File: src/rtl/operand_entry_fsm_pkg.sv
// rtl/operand_entry_fsm_pkg.sv - shared state encoding and debounce default
// Purpose: state enumeration for the operand entry FSM and the default
//          debounce length (10 ms at 100 MHz).
// Ports:   none (package).
package operand_entry_fsm_pkg;

  localparam int unsigned DEBOUNCE_CYCLES_DEFAULT = 1_000_000;

  typedef enum logic [1:0] {
    S_LOAD_A = 2'b00,
    S_LOAD_B = 2'b01,
    S_READY  = 2'b10
  } state_e;

endpackage

File: src/rtl/operand_entry_fsm_button_debouncer.sv
// rtl/operand_entry_fsm_button_debouncer.sv - button synchronizer, debouncer and press pulse
// Purpose: two-flop synchronizer, stability counter and one-cycle rising-edge
//          pulse for a bouncing active-high button.
// Ports:   clk   - system clock
//          rst   - asynchronous active-high reset
//          btn   - raw button level (asynchronous to clk)
//          pulse - one-cycle pulse per accepted press
module button_debouncer
  import operand_entry_fsm_pkg::*;
#(
  parameter int unsigned DEBOUNCE_CYCLES = DEBOUNCE_CYCLES_DEFAULT
) (
  input  logic clk,
  input  logic rst,
  input  logic btn,
  output logic pulse
);

  localparam int CNT_W = $clog2(DEBOUNCE_CYCLES + 1);
  localparam logic [CNT_W-1:0] CNT_MAX = CNT_W'(DEBOUNCE_CYCLES - 1);

  logic [1:0]       sync_q;
  logic [1:0]       valid_q;
  logic [CNT_W-1:0] cnt_q;
  logic             level_q;
  logic             prev_q;
  logic             armed_q;
  logic             pulse_q;

  // valid_q marks when the synchronizer holds a real sample rather than its
  // reset zeros. armed_q is only set once a genuine low is observed, so a
  // button held through reset cannot fire until released and pressed again.
  always_ff @(posedge clk or posedge rst) begin
    if (rst) begin
      sync_q  <= 2'b00;
      valid_q <= 2'b00;
      cnt_q   <= '0;
      level_q <= 1'b0;
      prev_q  <= 1'b0;
      armed_q <= 1'b0;
      pulse_q <= 1'b0;
    end else begin
      sync_q  <= {sync_q[0], btn};
      valid_q <= {valid_q[0], 1'b1};

      // Any cycle agreeing with the accepted level restarts the count.
      if (sync_q[1] == level_q) begin
        cnt_q <= '0;
      end else if (cnt_q == CNT_MAX) begin
        level_q <= sync_q[1];
        cnt_q   <= '0;
      end else begin
        cnt_q <= cnt_q + 1'b1;
      end

      if (valid_q[1] && !sync_q[1] && !level_q) begin
        armed_q <= 1'b1;
      end

      prev_q  <= level_q;
      pulse_q <= level_q & ~prev_q & armed_q;
    end
  end

  assign pulse = pulse_q;

endmodule

File: src/rtl/operand_entry_fsm.sv
// rtl/operand_entry_fsm.sv - operand A/B and add/sub mode entry controller
// Purpose: captures two 8-bit operands from switches on debounced enter
//          presses, toggles mode on debounced mode presses and flags each
//          complete operation with a one-cycle op_valid.
// Ports:   clk, rst             - clock, asynchronous active-high reset
//          sw[7:0]              - raw operand switches
//          btn_enter, btn_mode  - raw bouncing buttons
//          a[7:0], b[7:0], mode - registered operation for the adder/subtractor
//          op_valid             - one-cycle new-operation strobe
//          state_out[1:0]       - current FSM state for LEDs
module operand_entry_fsm
  import operand_entry_fsm_pkg::*;
#(
  parameter int unsigned DEBOUNCE_CYCLES = DEBOUNCE_CYCLES_DEFAULT
) (
  input  logic       clk,
  input  logic       rst,
  input  logic [7:0] sw,
  input  logic       btn_enter,
  input  logic       btn_mode,
  output logic [7:0] a,
  output logic [7:0] b,
  output logic       mode,
  output logic       op_valid,
  output logic [1:0] state_out
);

  logic [7:0] sw_meta_q;
  logic [7:0] sw_sync_q;
  logic       enter_p;
  logic       mode_p;

  state_e     state_q;
  logic [7:0] a_q;
  logic [7:0] b_q;
  logic       mode_q;
  logic       op_valid_q;

  always_ff @(posedge clk or posedge rst) begin
    if (rst) begin
      sw_meta_q <= 8'h00;
      sw_sync_q <= 8'h00;
    end else begin
      sw_meta_q <= sw;
      sw_sync_q <= sw_meta_q;
    end
  end

  button_debouncer #(.DEBOUNCE_CYCLES(DEBOUNCE_CYCLES)) u_enter_db (
    .clk   (clk),
    .rst   (rst),
    .btn   (btn_enter),
    .pulse (enter_p)
  );

  button_debouncer #(.DEBOUNCE_CYCLES(DEBOUNCE_CYCLES)) u_mode_db (
    .clk   (clk),
    .rst   (rst),
    .btn   (btn_mode),
    .pulse (mode_p)
  );

  always_ff @(posedge clk or posedge rst) begin
    if (rst) begin
      state_q    <= S_LOAD_A;
      a_q        <= 8'h00;
      b_q        <= 8'h00;
      mode_q     <= 1'b0;
      op_valid_q <= 1'b0;
    end else begin
      op_valid_q <= 1'b0;
      if (mode_p) begin
        mode_q <= ~mode_q;
      end
      case (state_q)
        S_LOAD_A: begin
          if (enter_p) begin
            a_q     <= sw_sync_q;
            state_q <= S_LOAD_B;
          end
        end
        S_LOAD_B: begin
          if (enter_p) begin
            b_q        <= sw_sync_q;
            state_q    <= S_READY;
            op_valid_q <= 1'b1;
          end
        end
        S_READY: begin
          // Leaving READY abandons the operation, so a coincident mode
          // toggle does not announce a new one.
          if (enter_p) begin
            state_q <= S_LOAD_A;
          end else if (mode_p) begin
            op_valid_q <= 1'b1;
          end
        end
        default: state_q <= S_LOAD_A;
      endcase
    end
  end

  assign a         = a_q;
  assign b         = b_q;
  assign mode      = mode_q;
  assign op_valid  = op_valid_q;
  assign state_out = state_q;

endmodule

File: config.mk
export PLATFORM = sky130hd
export DESIGN_NAME = operand_entry_fsm
export DESIGN_NICKNAME = d
export VERILOG_FILES = /design/src/rtl/operand_entry_fsm_pkg.sv /design/src/rtl/operand_entry_fsm_button_debouncer.sv /design/src/rtl/operand_entry_fsm.sv
export SDC_FILE = /design/constraint.sdc
export NUM_CORES = 1
export LEC_CHECK = 0
export CAP_MARGIN = 20
export CORE_UTILIZATION = 57
export DETAILED_ROUTE_END_ITERATION = 8
export GPL_ROUTABILITY_DRIVEN = 0
export PLACE_DENSITY = 0.76
export SETUP_SLACK_MARGIN = 0.05
export SYNTH_ARGS = -nofsm -noshare
export SYNTH_HDL_FRONTEND = slang
export SYNTH_SLANG_ARGS = --single-unit
File: constraint.sdc
create_clock -name clk -period 3.7 [get_ports clk]
set_input_delay 0.925 -clock clk [delete_from_list [all_inputs] [get_ports clk]]
set_output_delay 0.925 -clock clk [all_outputs]
set_load 0.1 [all_outputs]
== After elaboration in Yosys (flattened, before gate mapping) ==
Index checks and enable logic that the tools add are counted.
Cells by class
  $add $sub $neg: 2
  equal/unequal tests: 9
  muxes and demuxes: 12
  bitwise gates (word level): 9
  reductions and logical operators: 14
Operators with widths (count)
  2-to-1 mux 20 bit: 4
  adder 20 x 1 -> 20 bit (second input constant): 2
  == test 20 bit (second input constant): 2
  AND reduction 2 bit: 4
  2-to-1 mux 2 bit: 3
  != test 2 x 1 -> 1 bit (second input constant): 3
  one-hot mux 2 bit (3 select lines): 1
  NOT 1 bit: 5
  AND 1 bit: 4
  logical AND 1 bit: 4
  logical NOT 1 bit: 4
  2-to-1 mux 1 bit: 3
  AND reduction 3 bit: 1
  == test 1 bit: 2
  == test 2 x 1 -> 1 bit (second input constant): 1
  == test 2 bit (second input constant): 1
  logical NOT 2 bit: 1
  one-hot mux 1 bit (2 select lines): 1
Word-level totals
  register bits after elaboration: 92
  output and inout port bits: 20
  word-level logic and storage cells: 67

== Depth between registers and ports, before layout ==
  depth after elaboration: 3
  mapped depth: 6

== Modules after synthesis ==
Synthesis repeated with hierarchy kept, for this count alone.
Unflattened totals
  cells, all modules: 321
  area total of the unflattened synthesis: 3808.7 µm²
By module, submodules not included
  button_debouncer: instances 2, cells an instance 123, area an instance 1276.2 µm², sequential area each 700.7 µm²
  operand_entry_fsm: instances 1, cells an instance 75, area an instance 1256.2 µm², sequential area each 900.9 µm²

== Least setup slack after synthesis ==
No wires, ideal clock.
  kind: flip-flop to flip-flop
  start point: register state_q[1] (netlist: state_out[1])
  end point: register b_q[0] (netlist: b[0])
  library setup time: 0.126 ns
  arrival time: 1.966 ns
  slack: 1.608 ns
  stages on the path, launching flop included: 5
  cells stage by stage: dfrtp_1 > inv_1 > ha_1 > nand2_1 > mux2_2
Between the ends
  longest elaborated chain between the ends: 2
Ends and longest elaborated chain
  from (decl): line operand_entry_fsm.sv:33  | state_e state_q;
  from (signal assigned): line operand_entry_fsm.sv:65  | state_q <= S_LOAD_A;
  from (signal assigned): line operand_entry_fsm.sv:79  | state_q <= S_LOAD_B;
  from (signal assigned): line operand_entry_fsm.sv:85  | state_q <= S_READY;
  == test 2 x 1 -> 1 bit: line operand_entry_fsm.sv:75  | case (state_q)
  AND reduction 2 bit (no line)
  to (signal assigned): line operand_entry_fsm.sv:84  | b_q <= sw_sync_q;
  to (decl): line operand_entry_fsm.sv:35  | logic [7:0] b_q;
No other way between the ends.
A chain may end at the register's enable or synchronous reset.

== Worst setup path in the final report ==
  start point: register state_q[0] (netlist: state_out[0])
  end point: output port state_out[0]
RTL lines
  to (decl): line operand_entry_fsm.sv:25  | output logic [1:0] state_out
No word-level cell between the ends.

==> metrics.txt <==
status completed; synth top area cells dfrtp_1 61%, mux2_2 6.1%, xnor2_1 3.1%, nor2_1 2.9%, ha_1 2.4%; antenna violations before repair 0; layout cells sized above 1 ~14%; final hold vios 0; Slew HR between 30% and 40%; CTS-repair resized insts 0; Iter 0 DRT Violations roughly 100; Die Width about 82 um; Post-DP Area just over 4000 um^2; Final Critical Period 2.85 ns; number of I/O pins 32; Setup TNS Final 0 ns; post-synthesis sequential area ratio roughly 60%; post-synth top area share between 60% and 70%; syn_nets around 320; largest net degree at the start of global routing between 40 and 50; top cells by count, synth 90 x dfrtp_1, 28 x nor2_1, 20 x mux2_2; WS Path Type register to output port; port bufs 31; synthesis-stage register bit count 90; vias per std cell 5.52; Pleak 0.00185 uW; CORE AREA between 6000 and 7000 um^2; Worst Path Arrival a little under 2 ns; Crit path buffers/inverters 1; Req. time, crit path roughly 2.8 ns; postcts setup bufs 0; Antenna Cells 0; clock latency on the worst-skew pair approximately 0.36 ns; Max Cap Viol 0; FP Rows 28; largest area contributor in the netlist dfrtp_1; worst path cell trace clkdlybuf4s50_1; Top FF cell, synth dfrtp_1; Overall Power around 1700 uW; die area about 6800 um^2; first-pass iteration count of the detailed router 4; final non-filler cell area 4270 um^2; Layout Nets approximately 360; Post-synth ARST share 100%; top-count cell post-synth dfrtp_1; unrepaired setup endpoints after global routing no; worst min-delay path class register to register; Clock Root Buffer clkbuf_8; post-synthesis instance total 305; Tcrit/Tclk final between 70% and 80%; count of hold-fix buffers inserted at cts 0; DR vias roughly 2300; CTS buffer count 9; grt ovf 0; fin. max-slew vios 0; Worst-Margin Slew approximately 0.99 ns; synthesized area between 3000 and 4000 um^2; H-tree depth 3; Fin Hold WS roughly 0.35 ns; Peak supply drop about 300 uV; Final Skew between 0.008 and 0.009 ns; YS warnings 0; Worst-path clk slew 0.10 ns; Final Setup Violations 0; dpl hpwl ~4200 um; initial core utilization between 60% and 70%; Setup crit start kind register; global-route wire length before repair about 10000 um; crit path max fanout 5; Mapped Avg Cell Area 12.0 um^2; post-route ant nets 0; EDFF count, synth 0; CTS tree yes; CTS Sinks 90; Total Routed Length about 6000 um; Unique masters post-synth 37; CP Capture Type output port; die height a little over 80 um; family with the most delay on the worst path buffers and inverters; Post-route DRC 0; GRT Total Usage between 20 and 25%; pwr dens ~400 nW/um^2; Slowest cell on crit path clkdlybuf4s50_1; clock buffer depth 2; CP peak stage delay around 1.2 ns; Area Overhead vs Synth 16.5%; fmax approximately 350 MHz; vias in the first global route about 2300; WL/cell between 10 and 15 um
[through the flow]
stage          util (%)  setup WS [ns]  instances
6_report           70.4          0.849        423
3_5_place_dp       67.2           1.24        407
2_1_floorplan         -          0.440        305
5_1_grt            70.4          0.770        423
4_1_cts            70.4          0.830        423
3_3_place_gp       67.2           1.26        407
[flip-flops by register name, indices dropped and copies added (netlist names)]
signal              count
a                       8
b                       8
mode                    1
op_valid                1
state_out               2
sw_meta_q               8
sw_sync_q               8
u_enter_db.armed_q      1
u_enter_db.cnt_q       20
u_enter_db.level_q      1
u_enter_db.prev_q       1
u_enter_db.pulse        1
u_enter_db.sync_q       2
u_enter_db.valid_q      1
u_mode_db.armed_q       1
u_mode_db.cnt_q        20
u_mode_db.level_q       1
u_mode_db.prev_q        1
u_mode_db.pulse         1
u_mode_db.sync_q        2
u_mode_db.valid_q       1
[power by group]
part	switching [uW]	internal, uW
logic	32.0	20.2
registers	10.6	1000
clock network	370	263
total	413	1280
[final timing paths]
kind                                               start                       endpoint  slack (ns)  cells past startpoint
setup / recovery                state_out[0]$_DFFE_PP0P_                   state_out[0]        0.85                      1
hold / removal                    sw_meta_q[2]$_DFF_PP0_         sw_sync_q[2]$_DFF_PP0_        0.35                      0
setup reg to reg           u_mode_db.cnt_q[10]$_DFF_PP0_  u_mode_db.cnt_q[15]$_DFF_PP0_        1.46                      5
hold reg to reg                   sw_meta_q[2]$_DFF_PP0_         sw_sync_q[2]$_DFF_PP0_        0.35                      0
max in group asynchronous                            rst  u_mode_db.cnt_q[15]$_DFF_PP0_        2.03                      3
min in group asynchronous                            rst               b[1]$_DFFE_PP0P_        0.99                      2
[cell type report]
| class | instances | area [um^2] |
|---|---|---|
| tap | 75 | 93.8 |
| clock inverter | 7 | 73.8 |
| clock buffer | 9 | 124 |
| fill | 444 | 1790 |
| multi-input combinational | 198 | 1340 |
| timing repair buffer | 34 | 345 |
| inverter | 10 | 38.8 |
| sequential | 90 | 2250 |
[cell usage in the layout, fill, tap and decap left out, types with 6 or more instances in the layout]
master and n:
xor2_1 10, clkbuf_8 9, ha_1 7, nor3_1 7
nor2_1 28, nand3_1 17, or4_1 11, mux2_2 20
clkdlybuf4s50_1 31, or3_1 8, inv_1 9, xnor2_1 13
a21oi_1 15, o21ai_0 11, nand2_1 14, dfrtp_1 90
o31ai_1 6
[layer usage]
metal | share of wire, % | global-route usage (%)
met5 | 0 | 0
met4 | 1.2 | 8.25
met3 | 3.4 | 5.27
met2 | 50 | 33.8
met1 | 45 | 24.9
[cells by family after synthesis]
kind of cell,share of synthesized area (%)
adder cells (fa/ha/maj),2.39
AO/OA/AOI/OAI,6.01
XOR/XNOR,5.50
flip-flops,61.5
AND/OR/NAND/NOR,16.4
buffers and inverters,1.95
other,0.102
multiplexers,6.15
Power figures use the tool's default switching activity.
